$ cat src/rtl/bin2bcd_seq.sv
// bin2bcd_seq: sequential binary-to-BCD converter using shift-and-add-3, one input bit per clock.
// Latency: done pulses WIDTH cycles after the accepting edge; one conversion per WIDTH+1 cycles sustained.
// Backpressure: in_ready is high only while idle; in_valid is ignored during a conversion.
// Ports: clk/rst_n (sync, active-low); in_valid/in_ready/in_data request handshake;
//        done (1-cycle result strobe), bcd (digit 0 = units), overflow (saturated to all 9s),
//        blank (leading-zero mask, bit 0 never set).
module bin2bcd_seq #(
  parameter int WIDTH  = 8,
  parameter int DIGITS = 3
) (
  input  logic                  clk,
  input  logic                  rst_n,
  input  logic                  in_valid,
  input  logic [WIDTH-1:0]      in_data,
  output logic                  in_ready,
  output logic                  done,
  output logic [4*DIGITS-1:0]   bcd,
  output logic                  overflow,
  output logic [DIGITS-1:0]     blank
);

  localparam int CW = $clog2(WIDTH + 1);
  localparam int SW = 4 * DIGITS;
  localparam logic [CW-1:0]     CNT_INIT  = CW'(WIDTH);
  localparam logic [DIGITS-1:0] BLANK_RST = ~DIGITS'(1);

  typedef enum logic {S_IDLE, S_SHIFT} state_t;

  state_t            r_state, w_state_nxt;
  logic [CW-1:0]     r_cnt;
  logic [SW-1:0]     r_scr;
  logic [WIDTH-1:0]  r_sh;
  logic              r_ovf_scr;
  logic [SW-1:0]     r_bcd;
  logic              r_ovf;
  logic [DIGITS-1:0] r_blank;
  logic              r_done;

  logic              w_accept;
  logic              w_last;
  logic [SW-1:0]     w_adj;
  logic [SW+WIDTH-1:0] w_cat;
  logic [SW-1:0]     w_scr_nxt;
  logic [WIDTH-1:0]  w_sh_nxt;
  logic              w_ovf_nxt;
  logic [DIGITS-1:0] w_blank;

  // FSM state register
  always_ff @(posedge clk) begin
    if (!rst_n) r_state <= S_IDLE;
    else        r_state <= w_state_nxt;
  end

  // FSM next-state and control strobes
  always_comb begin
    w_state_nxt = r_state;
    w_accept    = 1'b0;
    w_last      = 1'b0;
    case (r_state)
      S_IDLE: begin
        if (in_valid) begin
          w_accept    = 1'b1;
          w_state_nxt = S_SHIFT;
        end
      end
      S_SHIFT: begin
        if (r_cnt == CW'(1)) begin
          w_last      = 1'b1;
          w_state_nxt = S_IDLE;
        end
      end
      default: w_state_nxt = S_IDLE;
    endcase
  end

  // Add-3 correction per digit, then one left shift of {scratch, binary}.
  always_comb begin
    w_adj = r_scr;
    for (int i = 0; i < DIGITS; i++) begin
      if (r_scr[4*i +: 4] >= 4'd5) w_adj[4*i +: 4] = r_scr[4*i +: 4] + 4'd3;
    end
  end

  assign w_cat     = {w_adj, r_sh} << 1;
  assign w_scr_nxt = w_cat[SW+WIDTH-1:WIDTH];
  assign w_sh_nxt  = w_cat[WIDTH-1:0];
  // A bit leaving the top digit means the value needs more digits than we have.
  assign w_ovf_nxt = r_ovf_scr | w_adj[SW-1];

  // blank[i] is set when digit i and every digit above it are zero.
  always_comb begin
    logic v_all_zero;
    w_blank    = '0;
    v_all_zero = 1'b1;
    for (int i = DIGITS - 1; i >= 1; i--) begin
      v_all_zero = v_all_zero & (w_scr_nxt[4*i +: 4] == 4'd0);
      w_blank[i] = v_all_zero;
    end
  end

  // Datapath and registered outputs
  always_ff @(posedge clk) begin
    if (!rst_n) begin
      r_cnt     <= '0;
      r_scr     <= '0;
      r_sh      <= '0;
      r_ovf_scr <= 1'b0;
      r_bcd     <= '0;
      r_ovf     <= 1'b0;
      r_blank   <= BLANK_RST;
      r_done    <= 1'b0;
    end else begin
      r_done <= w_last;
      if (w_accept) begin
        r_sh      <= in_data;
        r_scr     <= '0;
        r_ovf_scr <= 1'b0;
        r_cnt     <= CNT_INIT;
      end else if (r_state == S_SHIFT) begin
        r_scr     <= w_scr_nxt;
        r_sh      <= w_sh_nxt;
        r_ovf_scr <= w_ovf_nxt;
        r_cnt     <= r_cnt - CW'(1);
        if (w_last) begin
          if (w_ovf_nxt) begin
            r_bcd   <= {DIGITS{4'd9}};
            r_ovf   <= 1'b1;
            r_blank <= '0;
          end else begin
            r_bcd   <= w_scr_nxt;
            r_ovf   <= 1'b0;
            r_blank <= w_blank;
          end
        end
      end
    end
  end

  assign in_ready = (r_state == S_IDLE);
  assign done     = r_done;
  assign bcd      = r_bcd;
  assign overflow = r_ovf;
  assign blank    = r_blank;

endmodule
$ cat config.mk
export PLATFORM = sky130hd
export DESIGN_NAME = bin2bcd_seq
export DESIGN_NICKNAME = d
export VERILOG_FILES = /design/src/rtl/bin2bcd_seq.sv
export SDC_FILE = /design/constraint.sdc
export NUM_CORES = 1
export LEC_CHECK = 0
export CELL_PAD_IN_SITES_DETAIL_PLACEMENT = 2
export CELL_PAD_IN_SITES_GLOBAL_PLACEMENT = 2
export CORE_ASPECT_RATIO = 1.75
export CORE_MARGIN = 4
export CORE_UTILIZATION = 33
export CTS_CLUSTER_SIZE = 20
export DETAILED_ROUTE_END_ITERATION = 10
export GPL_TIMING_DRIVEN = 0
export PLACE_DENSITY_LB_ADDON = 0.1
export SLEW_MARGIN = 20
export SYNTH_ARGS = -nofsm -noshare
export SYNTH_HDL_FRONTEND = slang
export SYNTH_SLANG_ARGS = --single-unit
$ cat constraint.sdc
create_clock -name clk -period 2.5 [get_ports clk]
set_clock_uncertainty 0.15 [all_clocks]
set_input_delay 0.25 -clock clk [delete_from_list [all_inputs] [get_ports clk]]
set_output_delay 0.25 -clock clk [all_outputs]
set_load 0.03 [all_outputs]
* Word level (Yosys, flattened, before mapping)
Index checks and enable logic that the tools add are counted.
Widths: inputs -> output; s select.
** Cells by class
- Add/subtract/negate cells :: 4
- Magnitude comparators :: 3
- Eq/ne operators :: 1
- Multiplexer cells :: 16
- Bitwise operators :: 5
- Reduce and logical (&&, ||, !) cells :: 5
** Operators with widths (number)
- $mux 4 :: 5
- $mux 8 :: 2
- $add 4x2->4 const B :: 3
- $ge 4x3->1 const B :: 3
- $mux 12 :: 1
- $logic_not 4->1 :: 2
- $mux 1 :: 6
- $eq 4x1->1 const B :: 1
- $sub 4x1->4 const B :: 1
- $mux 3 :: 1
- $not 1->1 :: 3
- $reduce_and 3->1 :: 1
- $pmux 1 s2 :: 1
- $reduce_bool 2->1 :: 1
- $reduce_or 2->1 :: 1
- $and 1x1->1 :: 1
- $or 1x1->1 :: 1
** Storage, ports and cells
- Register bits :: 43
- Bits of input ports :: 11
- Output and inout port bits :: 18

* Longest topological paths before layout
- Depth in word-level cells :: 5
- Gate-level depth with buffers :: 8

* Worst setup path after synthesis
Ideal clock, no wire load.
- Path kind :: register to register
- From :: reg r_state
- To :: reg r_bcd[10], in the netlist bcd[10]
- Setup time :: 62 ps
- Data arrival time :: 1814 ps
- Required time :: 2288 ps
- Path slack :: 474 ps
- Cell stages (with the launch flop) :: 9
- Buffers on the path :: 3
- Period minus slack after synthesis :: 2026 ps
- Cells stage by stage :: dfxtp_1 > buf_6 > inv_4 > or4b_1 > buf_6 > a2111oi_4 > buf_6 > a22oi_2 > nor2b_2
** On the way
- Longest elaborated chain between the ends :: 3
- Elaborated cells between the ends (all ways) :: 4
- Those cells by class :: mux: 2; bitwise: 1; reduce/logical: 1
** RTL lines
- from (decl) :: RTL line 29 : state_t r_state, w_state_nxt;
- from (signal assigned) :: RTL line 51 : else r_state <= w_state_nxt;
- $mux 1 :: RTL line 59 : case (r_state)
- $not 1->1 (no source line)
- $reduce_and 3->1 (no source line) (*)
- to (signal assigned) :: RTL line 126 : r_bcd <= {DIGITS{4'd9}};
- to (signal assigned) :: RTL line 130 : r_bcd <= w_scr_nxt;
- to (decl) :: RTL line 34 : logic [SW-1:0] r_bcd;
Mark *: on every way between the ends. The rest lies on a longest branch, timed or not.
A chain may end at the register's enable or synchronous reset.

* Final worst setup path
Same ends and word-level chain as after synthesis.

==> summary.md <==
| Metric | Value |
|---|---|
| Cells on Worst Hold Path | 2 |
| Post-detailed-route count of antenna-violating nets | 0 |
| Number of buffers on the longest clock path | 2 |
| Maximum operating frequency | 435 MHz |
| Average wire per standard cell | 17.1 µm |
| Ranking of synthesized cells by instance count | sky130_fd_sc_hd__dfxtp_1 (42), sky130_fd_sc_hd__nor2_1 (18), sky130_fd_sc_hd__mux2i_1 (17) |
| Residual DRC | 0 |
| Hold slack final | approximately 220 ps |
| Category of cells accounting for the largest share of critical-path delay | simple AND/OR/NAND/NOR gates |
| Final std cell area, no fill | roughly 0.0024 mm² |
| Final clock period utilization by the worst path | about 92% |
| CTS tree | yes |
| Grt total ovfl | 0 |
| Data arrival time of the critical path | approximately 2400 ps |
| Number of filler instances in the final layout | between 600 and 700 |
| Biggest fanout along the worst timing path | 18 |
| Tightest Pin Transition | roughly 820 ps |
| Overall global routing resource usage | 17.1% |
| Share of layout cells above drive strength 1 | roughly a tenth |
| Total cell area at the placement stage | around 0.0023 mm² |
| Crit Path Class | reg2reg |
| Clock latency of the later-clocked register in the worst-skew pair | approximately 300 ps |
| Synthesis-to-finish area growth | 23.2% |
| Drt via density | approximately 5.0 |
| Number of synthesis warnings | 0 |
| Post-synthesis average cell area | around 9.5 µm² |
| Post-synthesis cell area | approximately 0.0020 mm² |
| I/O pin total | 29 |
| Post-layout net count | 259 |
| Number of clock buffers inserted by TritonCTS | 5 |
| Count of clock tree sinks | between 40 and 50 |
| Crit path launch type | register |
| Shortest period the worst path allows | around 2300 ps |
| Post-synthesis cell type count | 41 |
| Unrepaired setup endpoints after global routing | false |
| Async set-or-reset flop fraction in the synthesized netlist | 0% |
| Master cell of the clock root buffer | sky130_fd_sc_hd__clkbuf_8 |
| Row cnt | 37 |
| Wire length of the first global-routing pass | 9230 µm |
| Min-delay src | rst_n |
| Number of gates given a new drive strength after cts | 0 |
| Htree depth | 2 |
| Run status | completed |
| Pwr per Cell Area | ~570 mW/mm² |
| Via count of the first global-routing pass | 1900 |
| Antenna violations before repair | 0 |
| Delay of the slowest cell on the worst path | around 540 ps |
| Routability Congestion | between 0.7 and 0.8 |
| Detailed Route WL | about 5500 µm |
| Dominant synthesized flop cell | sky130_fd_sc_hd__dfxtp_1 |
| Relative slew margins | 45.3% |
| Initial drt markers | 44 |
| Initial Utilization | between 30% and 40% |
| Setup slack of the most critical reg-to-reg path | roughly 200 ps |
| Most frequent CP cell | sky130_fd_sc_hd__buf_6 |
| Static leakage power | about 1 nW |
| Number of max-slew violations in the final report | 0 |
| Slowest CP cell | sky130_fd_sc_hd__or4b_1 |
| Count of endpoints failing setup in the final report | 0 |
| Height of the die | approximately 110 µm |
| Final WS setup | between 150 and 200 ps |
| Top-count cell post-synth | sky130_fd_sc_hd__dfxtp_1 |
| Summed negative setup slack over all endpoints | 0 ps |
| Max Cap Viol | 0 |
| WHS Endpoint | bcd[1] |
| Crit path required time | 2590 ps |
| Post-synthesis sequential area ratio | around 43% |
| Sum of net half-perimeters after detailed placement | 4160 µm |
| Total Die Area | 0.00732 mm² |
| Horizontal die dimension | ~66 µm |
| Capturing point of the worst reg2reg path | bcd[10] |
| Cell-by-cell listing of the critical path | buf_6, inv_4, or4b_1, buf_6, a2111oi_4, buf_6, a22oi_2, nor2b_2 |
| Cells taking the most area after synthesis | sky130_fd_sc_hd__dfxtp_1 (43%), sky130_fd_sc_hd__mux2i_1 (8.6%), sky130_fd_sc_hd__ha_1 (5.1%) |
| Biggest area consumer among synthesized cells | sky130_fd_sc_hd__dfxtp_1 |
| Area share of the leading cell type in the synthesized netlist | a little over two fifths |
| Power Total | 1.39 mW |
| Synth Instances | approximately 210 |
| CTS clock-pin slew for the worst setup and hold paths | about 80 ps |
| Min-Delay Path Class | in2reg |
| Count of flip-flops with a built-in enable after synthesis | 0 |
| Via total after detailed routing | approximately 1600 |
| DR pass1 iterations | 4 |
| # diodes | 0 |
| Worst IR drop on VDD | about 0.34 mV |
| Number of register bits inferred by synthesis | 42 |
| Maximum number of pins on one net before global-route repair | 13 |
| Core outline area | between 0.005 and 0.006 mm² |
| Worst slack, placed | ~190 ps |
| Post-CTS Setup Repair Bufs | 0 |
| Final Hold Viols | 0 |
| Net count after synthesis | about 230 |
| Origin of the critical flop-to-flop path | r_state |
| Number of port buffers | 26 |
| # hold bufs at CTS | 0 |
| Worst r2r path cells | 8 |
| Type of element capturing the critical path | register |
| Combined buffer and inverter count along the critical path | 4 |
flip-flops by register name, summed over array words and instances, names as in the netlist:
register / cells
bcd: 12
r_scr: 12
r_sh: 8
r_cnt: 4
blank: 2
done: 1
overflow: 1
r_ovf_scr: 1
r_state: 1
report_power, final:
group          internal, mW  switching (mW)  total [mW]
Combinational        0.0882           0.113       0.201
Sequential            0.697          0.0249       0.722
Clock                 0.223           0.239       0.462
cell families after synthesis:
logic type	share of synthesized area (%)
adders and majority gates	5.08
DFF	42.7
and+or+nand+nor	14.0
buffers and inverters	5.84
xor gates and xnor gates	2.67
muxes	9.21
AOI/OAI and AO/OA	20.4
other	0.190
worst reg2reg max path, stage by stage (launching register included):
cell and delay (ps):
sky130_fd_sc_hd__dfxtp_1 330, sky130_fd_sc_hd__buf_6 150, sky130_fd_sc_hd__inv_4 100, sky130_fd_sc_hd__or4b_1 550, sky130_fd_sc_hd__buf_6 170, sky130_fd_sc_hd__a2111oi_4 390, sky130_fd_sc_hd__buf_6 220, sky130_fd_sc_hd__a22oi_2 70
sky130_fd_sc_hd__nor2b_2 130
worst max path at each step:
stage | from | end | slack [ps] | cells after the start
final | r_state | bcd[10] | 200 | 8
after floorplan | r_state | bcd[10] | 470 | 8
after global placement | r_state | bcd[0] | 120 | 5
after detailed placement | in_valid | r_scr[2] | 190 | 5
after global routing | r_scr[8] | blank[1] | 30 | 7
after CTS | r_state | in_ready | 50 | 4
cell usage in the layout (no fill, tap or decap), types with 6 or more instances in the layout:
master                            netlist  layout
sky130_fd_sc_hd__a21oi_1               16      16
sky130_fd_sc_hd__clkbuf_1               7       7
sky130_fd_sc_hd__clkbuf_8               0       6
sky130_fd_sc_hd__clkdlybuf4s50_1        0      26
sky130_fd_sc_hd__dfxtp_1               42      42
sky130_fd_sc_hd__ha_1                   8       8
sky130_fd_sc_hd__inv_1                 10      10
sky130_fd_sc_hd__mux2i_1               17      17
sky130_fd_sc_hd__nand2_1               12      12
sky130_fd_sc_hd__nor2_1                18      18
sky130_fd_sc_hd__o211a_1                7       7
sky130_fd_sc_hd__o21ai_0               13      13
stage by stage:
step	utilization, %	std cells
after floorplan	-	207
after global placement	39.9	311
after detailed placement	40.1	312
after CTS	41.7	320
after global routing	41.6	319
final	41.6	319
routing by layer:
| layer | global-route usage [%] | wire [µm] | vias up |
|---|---|---|---|
| met4 | 6.98 | 92 | 0 |
| met1 | 16.5 | 2060 | 793 |
| met2 | 33.7 | 3170 | 25 |
| met3 | 3.55 | 143 | 6 |
| met5 | 0 | 0 | - |
| li1 | - | - | 781 |
final cells by class:
class | count | area [µm²] | share of cell area (%)
multi-input cells | 142 | 1020 | 42.1
clock buffers | 7 | 86.3 | 3.56
well taps | 78 | 97.6 | 4.02
inverters | 11 | 43.8 | 1.80
flip-flops and latches | 42 | 841 | 34.6
repair buffers | 27 | 265 | 10.9
plain buffers | 11 | 67.6 | 2.78
clock inverters | 1 | 5.00 | 0.206
No activity file was read; power rests on OpenSTA's default activity.
